## config.mk

```make
export PLATFORM = sky130hd
export DESIGN_NAME = ahfp_lzc_norm_pipe_flat
export DESIGN_NICKNAME = d
export VERILOG_FILES = /design/src/rtl/ahfp_lzc_norm_pipe_if.sv /design/src/rtl/ahfp_lzc_norm_pipe.sv /design/src/flat_wrapper.sv
export SDC_FILE = /design/constraint.sdc
export NUM_CORES = 1
export LEC_CHECK = 0
export CAP_MARGIN = 20
export CORE_UTILIZATION = 40
export CTS_BUF_LIST = sky130_fd_sc_hd__clkbuf_8
export CTS_CLUSTER_DIAMETER = 100
export CTS_CLUSTER_SIZE = 14
export DETAILED_ROUTE_END_ITERATION = 10
export DONT_BUFFER_PORTS = 1
export PLACE_DENSITY_LB_ADDON = 0.08
export SETUP_SLACK_MARGIN = 0.02
export SYNTH_ARGS = -nofsm -noshare
export SYNTH_HDL_FRONTEND = slang
export SYNTH_SLANG_ARGS = --single-unit
export TNS_END_PERCENT = 1
```

## constraint.sdc

```tcl
create_clock -name clk -period 3.4 [get_ports clk]
set_input_delay 0.68 -clock clk [delete_from_list [all_inputs] [get_ports clk]]
set_output_delay 0.68 -clock clk [all_outputs]
set_load 0.02 [all_outputs]
```

## src/rtl/ahfp_lzc_norm_pipe_if.sv

```systemverilog
`default_nettype none
// +------------------------------------------------------------------+
// | ahfp_lzc_norm_pipe_if: handshake/data bundle for the LZC pipe    |
// | Rev 1.0                                                          |
// +------------------------------------------------------------------+
interface ahfp_lzc_norm_pipe_if #(
  parameter int WIDTH = 48,
  parameter int CNT_W = 7,
  parameter int TAG_W = 9
);
  logic             in_valid;
  logic             in_ready;
  logic [WIDTH-1:0] in_data;
  logic             in_mode;
  logic [TAG_W-1:0] in_tag;
  logic             out_valid;
  logic             out_ready;
  logic [CNT_W-1:0] out_count;
  logic [WIDTH-1:0] out_norm;
  logic             out_all_same;
  logic [TAG_W-1:0] out_tag;

  modport master (
    output in_valid, in_data, in_mode, in_tag, out_ready,
    input  in_ready, out_valid, out_count, out_norm, out_all_same, out_tag
  );

  modport slave (
    input  in_valid, in_data, in_mode, in_tag, out_ready,
    output in_ready, out_valid, out_count, out_norm, out_all_same, out_tag
  );
endinterface
`default_nettype wire

```

## src/rtl/ahfp_lzc_norm_pipe.sv

```systemverilog
`default_nettype none
// +------------------------------------------------------------------+
// | ahfp_lzc_norm_pipe: pipelined leading-zero/one count + normalise |
// | Rev 1.0                                                          |
// +------------------------------------------------------------------+
module ahfp_lzc_norm_pipe #(
  parameter int WIDTH  = 48,
  parameter int CNT_W  = 7,
  parameter int STAGES = 2,
  parameter int TAG_W  = 9
) (
  input  wire logic          clk,
  input  wire logic          rst_n,
  ahfp_lzc_norm_pipe_if.slave bus
);

  localparam int NG   = (WIDTH + 15) / 16;
  localparam int PW   = NG * 16;
  localparam int NMID = (STAGES > 1) ? STAGES - 1 : 1;

  typedef struct packed {
    logic [NG-1:0]      zero;
    logic [NG-1:0][3:0] lcnt;
    logic [WIDTH-1:0]   data;
    logic [TAG_W-1:0]   tag;
  } grp_t;

  logic             adv;
  logic             in_fire;
  logic [PW-1:0]    scan;
  grp_t             grp_in;
  grp_t             merge_src;
  logic             merge_valid;
  logic [CNT_W-1:0] m_count;
  logic             m_all_same;
  logic [WIDTH-1:0] m_norm;

  logic             out_valid_q, out_valid_d;
  logic [CNT_W-1:0] out_count_q, out_count_d;
  logic [WIDTH-1:0] out_norm_q, out_norm_d;
  logic             out_all_same_q, out_all_same_d;
  logic [TAG_W-1:0] out_tag_q, out_tag_d;

  assign adv          = ~out_valid_q | bus.out_ready;
  assign bus.in_ready = adv & rst_n;
  assign in_fire      = bus.in_valid & bus.in_ready;

  // Leading ones become leading zeros after inversion; left-aligning into
  // PW bits zero-pads the low end, so the pad never precedes a real bit.
  always_comb begin : p_group
    scan = '0;
    scan[PW-1 -: WIDTH] = bus.in_mode ? ~bus.in_data : bus.in_data;
    grp_in.data = bus.in_data;
    grp_in.tag  = bus.in_tag;
    for (int g = 0; g < NG; g++) begin
      grp_in.zero[g] = ~|scan[g*16 +: 16];
      grp_in.lcnt[g] = 4'd0;
      for (int b = 0; b < 16; b++) begin
        if (scan[g*16 + b]) grp_in.lcnt[g] = 4'(15 - b);
      end
    end
  end

  generate
    if (STAGES > 1) begin : g_mid
      grp_t             mid_q [NMID];
      grp_t             mid_d [NMID];
      logic [NMID-1:0]  mid_valid_q, mid_valid_d;

      always_comb begin : p_mid_next
        mid_valid_d = mid_valid_q;
        mid_d       = mid_q;
        if (adv) begin
          mid_valid_d[0] = in_fire;
          if (in_fire) mid_d[0] = grp_in;
          for (int k = 1; k < NMID; k++) begin
            mid_valid_d[k] = mid_valid_q[k-1];
            if (mid_valid_q[k-1]) mid_d[k] = mid_q[k-1];
          end
        end
      end

      always_ff @(posedge clk or negedge rst_n) begin : p_mid_reg
        if (!rst_n) begin
          mid_valid_q <= '0;
          for (int k = 0; k < NMID; k++) mid_q[k] <= '0;
        end else begin
          mid_valid_q <= mid_valid_d;
          mid_q       <= mid_d;
        end
      end

      assign merge_src   = mid_q[NMID-1];
      assign merge_valid = mid_valid_q[NMID-1];
    end else begin : g_direct
      assign merge_src   = grp_in;
      assign merge_valid = in_fire;
    end
  endgenerate

  // Highest non-zero group wins; ascending scan lets the last hit override.
  always_comb begin : p_merge
    m_count = CNT_W'(WIDTH);
    for (int g = 0; g < NG; g++) begin
      if (!merge_src.zero[g])
        m_count = CNT_W'((NG - 1 - g) * 16) + CNT_W'(merge_src.lcnt[g]);
    end
    m_all_same = &merge_src.zero;
    m_norm     = merge_src.data << m_count;
  end

  always_comb begin : p_out_next
    out_valid_d    = out_valid_q;
    out_count_d    = out_count_q;
    out_norm_d     = out_norm_q;
    out_all_same_d = out_all_same_q;
    out_tag_d      = out_tag_q;
    if (adv) begin
      out_valid_d = merge_valid;
      if (merge_valid) begin
        out_count_d    = m_count;
        out_norm_d     = m_norm;
        out_all_same_d = m_all_same;
        out_tag_d      = merge_src.tag;
      end
    end
  end

  always_ff @(posedge clk or negedge rst_n) begin : p_out_reg
    if (!rst_n) begin
      out_valid_q    <= 1'b0;
      out_count_q    <= '0;
      out_norm_q     <= '0;
      out_all_same_q <= 1'b0;
      out_tag_q      <= '0;
    end else begin
      out_valid_q    <= out_valid_d;
      out_count_q    <= out_count_d;
      out_norm_q     <= out_norm_d;
      out_all_same_q <= out_all_same_d;
      out_tag_q      <= out_tag_d;
    end
  end

  assign bus.out_valid    = out_valid_q;
  assign bus.out_count    = out_count_q;
  assign bus.out_norm     = out_norm_q;
  assign bus.out_all_same = out_all_same_q;
  assign bus.out_tag      = out_tag_q;

endmodule
`default_nettype wire

```

## src/flat_wrapper.sv

```systemverilog
// flat-port wrapper written by rule: the top's interface ports become plain ports
module ahfp_lzc_norm_pipe_flat 
#(
  parameter int WIDTH  = 48,
  parameter int CNT_W  = 7,
  parameter int STAGES = 2,
  parameter int TAG_W  = 9
)
  (clk, rst_n, bus_in_valid, bus_in_data, bus_in_mode, bus_in_tag, bus_out_ready, bus_in_ready, bus_out_valid, bus_out_count, bus_out_norm, bus_out_all_same, bus_out_tag);
  ahfp_lzc_norm_pipe_if #(.WIDTH(WIDTH), .CNT_W(CNT_W), .TAG_W(TAG_W)) bus_i ();
  input  wire logic clk;
  input  wire logic rst_n;
  input wire logic [$bits(bus_i.in_valid)-1:0] bus_in_valid;
  input wire logic [$bits(bus_i.in_data)-1:0] bus_in_data;
  input wire logic [$bits(bus_i.in_mode)-1:0] bus_in_mode;
  input wire logic [$bits(bus_i.in_tag)-1:0] bus_in_tag;
  input wire logic [$bits(bus_i.out_ready)-1:0] bus_out_ready;
  output wire logic [$bits(bus_i.in_ready)-1:0] bus_in_ready;
  output wire logic [$bits(bus_i.out_valid)-1:0] bus_out_valid;
  output wire logic [$bits(bus_i.out_count)-1:0] bus_out_count;
  output wire logic [$bits(bus_i.out_norm)-1:0] bus_out_norm;
  output wire logic [$bits(bus_i.out_all_same)-1:0] bus_out_all_same;
  output wire logic [$bits(bus_i.out_tag)-1:0] bus_out_tag;
  assign bus_i.in_valid = bus_in_valid;
  assign bus_i.in_data = bus_in_data;
  assign bus_i.in_mode = bus_in_mode;
  assign bus_i.in_tag = bus_in_tag;
  assign bus_i.out_ready = bus_out_ready;
  assign bus_in_ready = bus_i.in_ready;
  assign bus_out_valid = bus_i.out_valid;
  assign bus_out_count = bus_i.out_count;
  assign bus_out_norm = bus_i.out_norm;
  assign bus_out_all_same = bus_i.out_all_same;
  assign bus_out_tag = bus_i.out_tag;
  ahfp_lzc_norm_pipe #(.WIDTH(WIDTH), .CNT_W(CNT_W), .STAGES(STAGES), .TAG_W(TAG_W)) u_core (.clk(clk), .rst_n(rst_n), .bus(bus_i));
endmodule
```

# After elaboration in Yosys (flattened, before gate mapping)
# Cells that the tools add are included.
# word_totals
regBits,139
input_bits,62
# classes
n_addsub,2
shift,1
mux,52
n_bitwise,5
reduce_logical,9
# op_table
cell,count
two-way mux 4 bit,48
two-way mux 48 bit,1
inverter 48 bit,1
OR reduction 16 bit,3
left shift 48 x 7 -> 48 bit,1
two-way mux 7 bit,3
adder 6 x 4 -> 7 bit (first input constant),1
adder 5 x 4 -> 6 bit (first input constant),1
AND reduction 2 bit,2
zero test 1 bit,3
AND reduction 3 bit,1
bitwise AND 1 bit,2
inverter 1 bit,1
bitwise OR 1 bit,1

# Logic depth before layout (Yosys ltp)
# Gate-level depths: netlist of run 1.
# logic_depth
depth_word,18
depth_mapped,10
mapped_depth_nobuf,7

# Worst setup path after synthesis of run 1
# Ideal clock, no wire load.
# synth_path
path_type,register -> register
from,register u_core.g_mid.mid_q[70] (netlist bit)
to,"register u_core.out_norm_q[45], in the netlist u_core.bus.out_norm[45]"
setup_time_ns,0.129
arrival_ns,2.342
required_ns,3.271
path_slack_ns,0.929
path_stages_with_launch,9
n_path_buf,1
synth_period_minus_slack_ns,2.471
path_cell_list,dfrtp_1 nand2b_4 a31oi_4 buf_4 mux2_4 mux4_2 o21ai_1 a21oi_1 a2111o_1
# synth_between
elab_chain_len,3
# synth_lines
element,line_no,rtl
"start, declared",ahfp_lzc_norm_pipe.sv:66,grp_t mid_q [NMID];
"start signal, assigned",ahfp_lzc_norm_pipe.sv:89,mid_q <= mid_d;
two-way mux 7 bit (2 in a row),ahfp_lzc_norm_pipe.sv:105,if (!merge_src.zero[g])
left shift 48 x 7 -> 48 bit,ahfp_lzc_norm_pipe.sv:109,m_norm = merge_src.data << m_count;
"end signal, assigned",ahfp_lzc_norm_pipe.sv:139,out_norm_q <= out_norm_d;
"end, declared",ahfp_lzc_norm_pipe.sv:40,"logic [WIDTH-1:0] out_norm_q, out_norm_d;"
# Every way passes these cells.
# A chain may end at the register's enable or synchronous reset.

# Final worst setup path of run 1
# layout_path
from,register u_core.g_mid.mid_q[71] (netlist bit)
to,"register u_core.out_norm_q[20], in the netlist u_core.bus.out_norm[20]"
# layout_between
elab_chain_len,2
# layout_lines
element,line_no
two-way mux 7 bit,ahfp_lzc_norm_pipe.sv:105
left shift 48 x 7 -> 48 bit,ahfp_lzc_norm_pipe.sv:109
# Every way passes these cells.

==> results.toml, run 1 <==
[yosys]
synthTopCellsByCount = "nand2_1 (283), dfrtp_1 (138), nor2_1 (68), mux2i_1 (61), clkbuf_1 (50)"
async_reset_ff_share_pct = 100
yosysTopAreaCellShare_pct = 37.4
synth.most_common_cell = "nand2_1"
netlist_instances = 1057
yosysTopAreaCell = "dfrtp_1"
yosys_register_bits = 138
synth_cell_types = 78
syn_avg_cell_area_um2 = 8.73
syn_nets = 1119
synth-edff-count = 0
synth-main-ff-cell = "dfrtp_1"
ys_seq_area_share_pct = 37.4
yosys_warnings = 0
synth_area_um2 = 9220
synth.area.top_cells = "dfrtp_1 (37%), nand2_1 (12%), mux2i_1 (6.6%)"

[sta]
worst_pin_slew_ns = 0.726
fmax_mhz = 333
slew_viol_final = 0
setup_viol = 0
fin_setup_tns_ns = 0
rsz0062_at_grt = "no"
fin_crit_ns = 3.01
hold_viol_final = 138
fin_skew_ns = 0.0152
finalCritPeriodShare_pct = 88.4
slew_headroom_pct = 51.1
whs_ns = -0.0903

[layout]
drive_above_1_share_pct = 12.4
nNetsFinal = 1085
stdcell_count = 1321
syn2layout_area_growth_pct = 6.44
num-fill-cells = 2294
antennaDiodeCount = 0

[clock_tree]
path_clk_slew_ns = 0.09
clockBufferDepth = 2
cts.sinks = 138
root_buffer = "clkbuf_8"
cts_setup_buffers = 0
cts_htree_levels = 4
cts_tree = "done"
clock_latency_ns = 0.46
cts_resized = 0
cts_buffers = 17

[drt]
drtIter0Drc = 613
drc = 0
drt-vias-per-instance = 5.92
wl_um = 27800
ant_nets = 0
first_pass_iters = 4
vias = 7822
routedWlPerCell_um = 21.1

[global_route]
grt_pass1_vias = 7470
overflow = 0
gr-usage-all-layers_pct = 24.5
grt_pass1_wl_um = 44800
grt_start_max_net_pins = 141
antenna_found_initial = 0

[floorplanning]
die_width_um = 154
num_rows = 55
initial_core_util_pct = 40.7
dieArea_um2 = 23700
die_h_um = 154
io_pins = 129
core_um2 = 22600

[run_status]
violations = "negative hold slack"
status = "finished with violations"

[worst_setup_path]
crit_path_start_kind = "flip-flop"
critPathMaxFanout = 42
cp-end-kind = "flip-flop"
required_ns = 3.75
crit_arrival_ns = 3.36
cp_common_cell = "mux2i_1"
path_class = "flip-flop to flip-flop"
crit_path_top_delay_cell = "dfrtp_1"
max_stage_delay_ns = 0.68
path_cells = "nor2_1, a31oi_4, buf_12, mux2i_1, mux2i_1, o21ai_0, a21oi_1, a221o_1"

[place]
placed_cells = 1289
place.detailed.hpwl_um = 20800
place.gp.congestion = 0.933
portBuffers = 0

[power_and_ir_drop]
fin_total_pwr_mw = 6.17
p_leak_nw = 4.33
ir_drop_uv = 201
power_density_nw_per_um2 = 629

[run]
drv_cap = 0

[worst_hold_path]
hold_class = "input port to asynchronous set/reset pin"
-- flip-flops by register name, indices dropped and copies added, names as in the netlist --
name,flops
u_core.bus.out_all_same,1
u_core.bus.out_count,6
u_core.bus.out_norm,48
u_core.bus.out_tag,9
u_core.bus.out_valid,1
u_core.g_mid.mid_q,72
u_core.g_mid.mid_valid_q,1
-- path summary, 6_finish.rpt --
path	cells after the start	endpoint	slack (ns)	startpoint
hold / removal	0	u_core.bus.out_tag[8]$_DFFE_PN0P_	-0.09	rst_n
setup / recovery	8	u_core.bus.out_norm[20]$_DFFE_PN0P_	0.39	u_core.g_mid.mid_q[71]$_DFFE_PN0P_
min in group clk	2	u_core.g_mid.mid_q[15]$_DFFE_PN0P_	0.32	bus_in_data[6]
max in group asynchronous	0	u_core.g_mid.mid_q[66]$_DFFE_PN0P_	3.19	rst_n
setup reg to reg	8	u_core.bus.out_norm[20]$_DFFE_PN0P_	0.39	u_core.g_mid.mid_q[71]$_DFFE_PN0P_
hold reg to reg	2	u_core.bus.out_tag[5]$_DFFE_PN0P_	0.47	u_core.g_mid.mid_q[5]$_DFFE_PN0P_
-- power breakdown --
part	internal [mW]	switching [mW]
sequential	2.07	0.781
clock	0.665	0.722
combinational	0.886	1.05
-- cell usage in the layout (no fill, tap or decap), types with 12 or more instances in the layout --
cell type	netlist	layout
nand2_1	283	281
dfrtp_1	138	138
nor2_1	68	67
mux2i_1	61	61
o21ai_0	45	45
nand3_1	31	31
buf_4	6	30
a21oi_1	29	29
nor3_1	26	26
mux4_2	26	26
and3_1	19	18
or3_1	17	17
clkbuf_8	0	17
a22o_1	16	16
a22oi_1	12	12
a211oi_1	12	12
-- per-layer routing --
layer	GRT usage [%]	routed length, µm	up-vias
met5	0	0	-
met4	7.81	521	0
met3	5.75	1710	32
met2	35.8	12100	249
met1	35.5	13500	3806
li1	-	-	3735
-- area by class of cell --
cell class / count / area, µm² / share of cell area (%)
Multi-Input combinational cell: 825 / 5320 / 54.2
Sequential cell: 138 / 3450 / 35.2
Clock buffer: 17 / 234 / 2.38
Tap cell: 285 / 357 / 3.63
Timing Repair Buffer: 31 / 245 / 2.50
Inverter: 10 / 37.5 / 0.382
Clock inverter: 15 / 166 / 1.70
-- through the flow --
stage / util, % / instance area (µm²) / worst slack (ns)
after floorplan: - / 9220 / 0.929
after global placement: 41.6 / 9420 / 0.503
after detailed placement: 41.6 / 9420 / 0.449
after CTS: 43.4 / 9820 / 0.420
after global routing: 43.4 / 9820 / 0.155
final: 43.4 / 9820 / 0.394
-- critical path: cells and delay by family, from the launching register on --
family                 cells  cell delay [ns]
buffers and inverters      1             0.28
AOI/OAI and AO/OA          4             1.30
DFF                        1             0.68
and+or+nand+nor            1             0.16
muxes                      2             0.47
-- logic make-up (layout without fill, tap and decap cells) --
logic type / count (synthesis) / in the layout / share of synthesized area [%]
muxes: 110 / 110 / 16.0
other: 1 / 1 / 0.0407
buffers and inverters: 94 / 73 / 5.09
xor gates and xnor gates: 6 / 6 / 0.570
AOI/OAI and AO/OA: 221 / 221 / 17.5
and+or+nand+nor: 487 / 487 / 23.4
DFF: 138 / 138 / 37.4
Note: power is estimated with default switching activity, not from simulation.
==> run 2: changes to the inputs <==
CELL_PAD_IN_SITES_DETAIL_PLACEMENT = 1   (was not set)
CELL_PAD_IN_SITES_GLOBAL_PLACEMENT = 1   (was not set)
==> results.toml, run 2 (same netlist as run 1, synthesis figures left out) <==
[worst_setup_path]
path_class = "flip-flop to flip-flop"
max_stage_delay_ns = 0.73
r2r_end = "u_core.bus.out_norm[45]$_DFFE_PN0P_"
crit_arrival_ns = 3.59
cp-end-kind = "flip-flop"
reg2reg_from = "u_core.g_mid.mid_q[70]$_DFFE_PN0P_"
r2r_cells = 8
critPathMaxFanout = 20
crit_end = "u_core.bus.out_norm[45]$_DFFE_PN0P_"
crit_path_top_delay_cell = "a221oi_2"
required_ns = 3.81
r2r_slack_ns = 0.21
crit_path_start = "u_core.g_mid.mid_q[70]$_DFFE_PN0P_"
path_cells = "nand2b_1, a31o_2, buf_12, o21ai_0, a221oi_2, nor2_1, a21oi_1, a2111o_1"
crit_path_start_kind = "flip-flop"

[layout]
regMostFlops = "u_core.g_mid.mid_q"
syn2layout_area_growth_pct = 6.51
nNetsFinal = 1084
final_cell_mix = "nand2_1 (281), dfrtp_1 (138), nor2_1 (67), mux2i_1 (61), o21ai_0 (45)"
final_common_cell = "nand2_1"
antennaDiodeCount = 0
largest_reg_flops = 72
fin_area_um2 = 9820
drive_above_1_share_pct = 12.4

[power_and_ir_drop]
power_density_nw_per_um2 = 632
p_leak_nw = 4.33
ir_drop_uv = 249

[floorplanning]
initial_core_util_pct = 40.7
core_um2 = 22600
num_rows = 55
die_width_um = 154
die_h_um = 154
dieArea_um2 = 23700
io_pins = 129

[run]
drv_cap = 0

[clock_tree]
cts_htree_levels = 4
cts_resized = 0
path_clk_slew_ns = 0.09
root_buffer = "clkbuf_8"
clockBufferDepth = 2
cts_buffers = 17
cts_tree = "done"
cts.sinks = 138
clock_latency_ns = 0.46
cts_setup_buffers = 0

[sta]
fin_setup_tns_ns = 0
fmax_mhz = 314
fin_skew_ns = 0.0118
hold_viol_final = 138
rsz0062_at_grt = "no"
setup_viol = 0
worst_pin_slew_ns = 0.851
slew_viol_final = 0
finalCritPeriodShare_pct = 93.7
whs_ns = -0.0995
fin_crit_ns = 3.19
slew_headroom_pct = 41.8

[drt]
drtIter0Drc = 455
wl_um = 29400
ant_nets = 0
wl_met1_um = 14500
vias = 7937
wl_met3_um = 1350
first_pass_iters = 5
routed-wl-met2_um = 13000
drc = 0
drt-vias-per-instance = 6.01
routedWlPerCell_um = 22.3
highest_layer = "met4"

[global_route]
grt_pass1_vias = 7950
gr-usage-all-layers_pct = 25.6
grt_start_max_net_pins = 141
grt_pass1_wl_um = 47100
overflow = 0
antenna_found_initial = 0

[worst_hold_path]
hold_class = "input port to asynchronous set/reset pin"

[place]
place.gp.congestion = 0.891
place.detailed.hpwl_um = 22100
place_area_um2 = 9430
portBuffers = 0

[run_status]
violations = "negative hold slack"
status = "finished with violations"
[run 2: final cells by class]
| class | instances | area (µm²) |
|---|---|---|
| inverter | 10 | 37.5 |
| fill | 2663 | 12800 |
| clock inverter | 15 | 155 |
| tap | 285 | 357 |
| clock buffer | 17 | 234 |
| timing repair buffer | 30 | 263 |
| sequential | 138 | 3450 |
| multi-input combinational | 825 | 5320 |
[run 2: power breakdown]
group | internal [mW] | total [mW] | switching, mW
clock | 0.608 | 1.37 | 0.765
combinational | 0.885 | 1.99 | 1.10
sequential | 2.07 | 2.84 | 0.778
total | 3.56 | 6.20 | 2.65
[run 2: worst min-delay path by stage]
stage,end,slack (ns),cells after the start
2_1_floorplan,u_core.bus.out_all_same$_DFFE_PN0P_,0.38,0
3_3_place_gp,u_core.bus.out_tag[8]$_DFFE_PN0P_,0.39,0
3_5_place_dp,u_core.bus.out_tag[8]$_DFFE_PN0P_,0.39,0
4_1_cts,u_core.bus.out_tag[8]$_DFFE_PN0P_,-0.13,0
5_1_grt,u_core.bus.out_tag[8]$_DFFE_PN0P_,-0.13,0
6_report,u_core.bus.out_tag[8]$_DFFE_PN0P_,-0.1,0
[run 2: routing by layer]
metal  global-route usage, %  up-vias
met4                    7.86        0
met2                    39.2      219
met1                    36.7     3941
li1                        -     3743
met5                       0        -
met3                    4.48       34
[run 2: worst max-delay path: cells and delay by family (launching register included)]
family          cells  cell delay [ns]
compound gates      5             1.93
flops               1             0.64
buf+inv             1             0.25
simple gates        2             0.31
[run 2: stage by stage]
step	utilization (%)	cells	power, mW	hold slack (ns)	setup WS [ns]
detailed placement	41.7	1288	4.86	0.389	0.332
global placement	41.7	1288	4.82	0.388	0.350
finish	43.4	1320	6.20	-0.0995	0.214
global route	43.4	1320	6.54	-0.135	0.0545
CTS	43.4	1320	6.24	-0.133	0.310
floorplan	-	1057	4.24	0.384	0.929
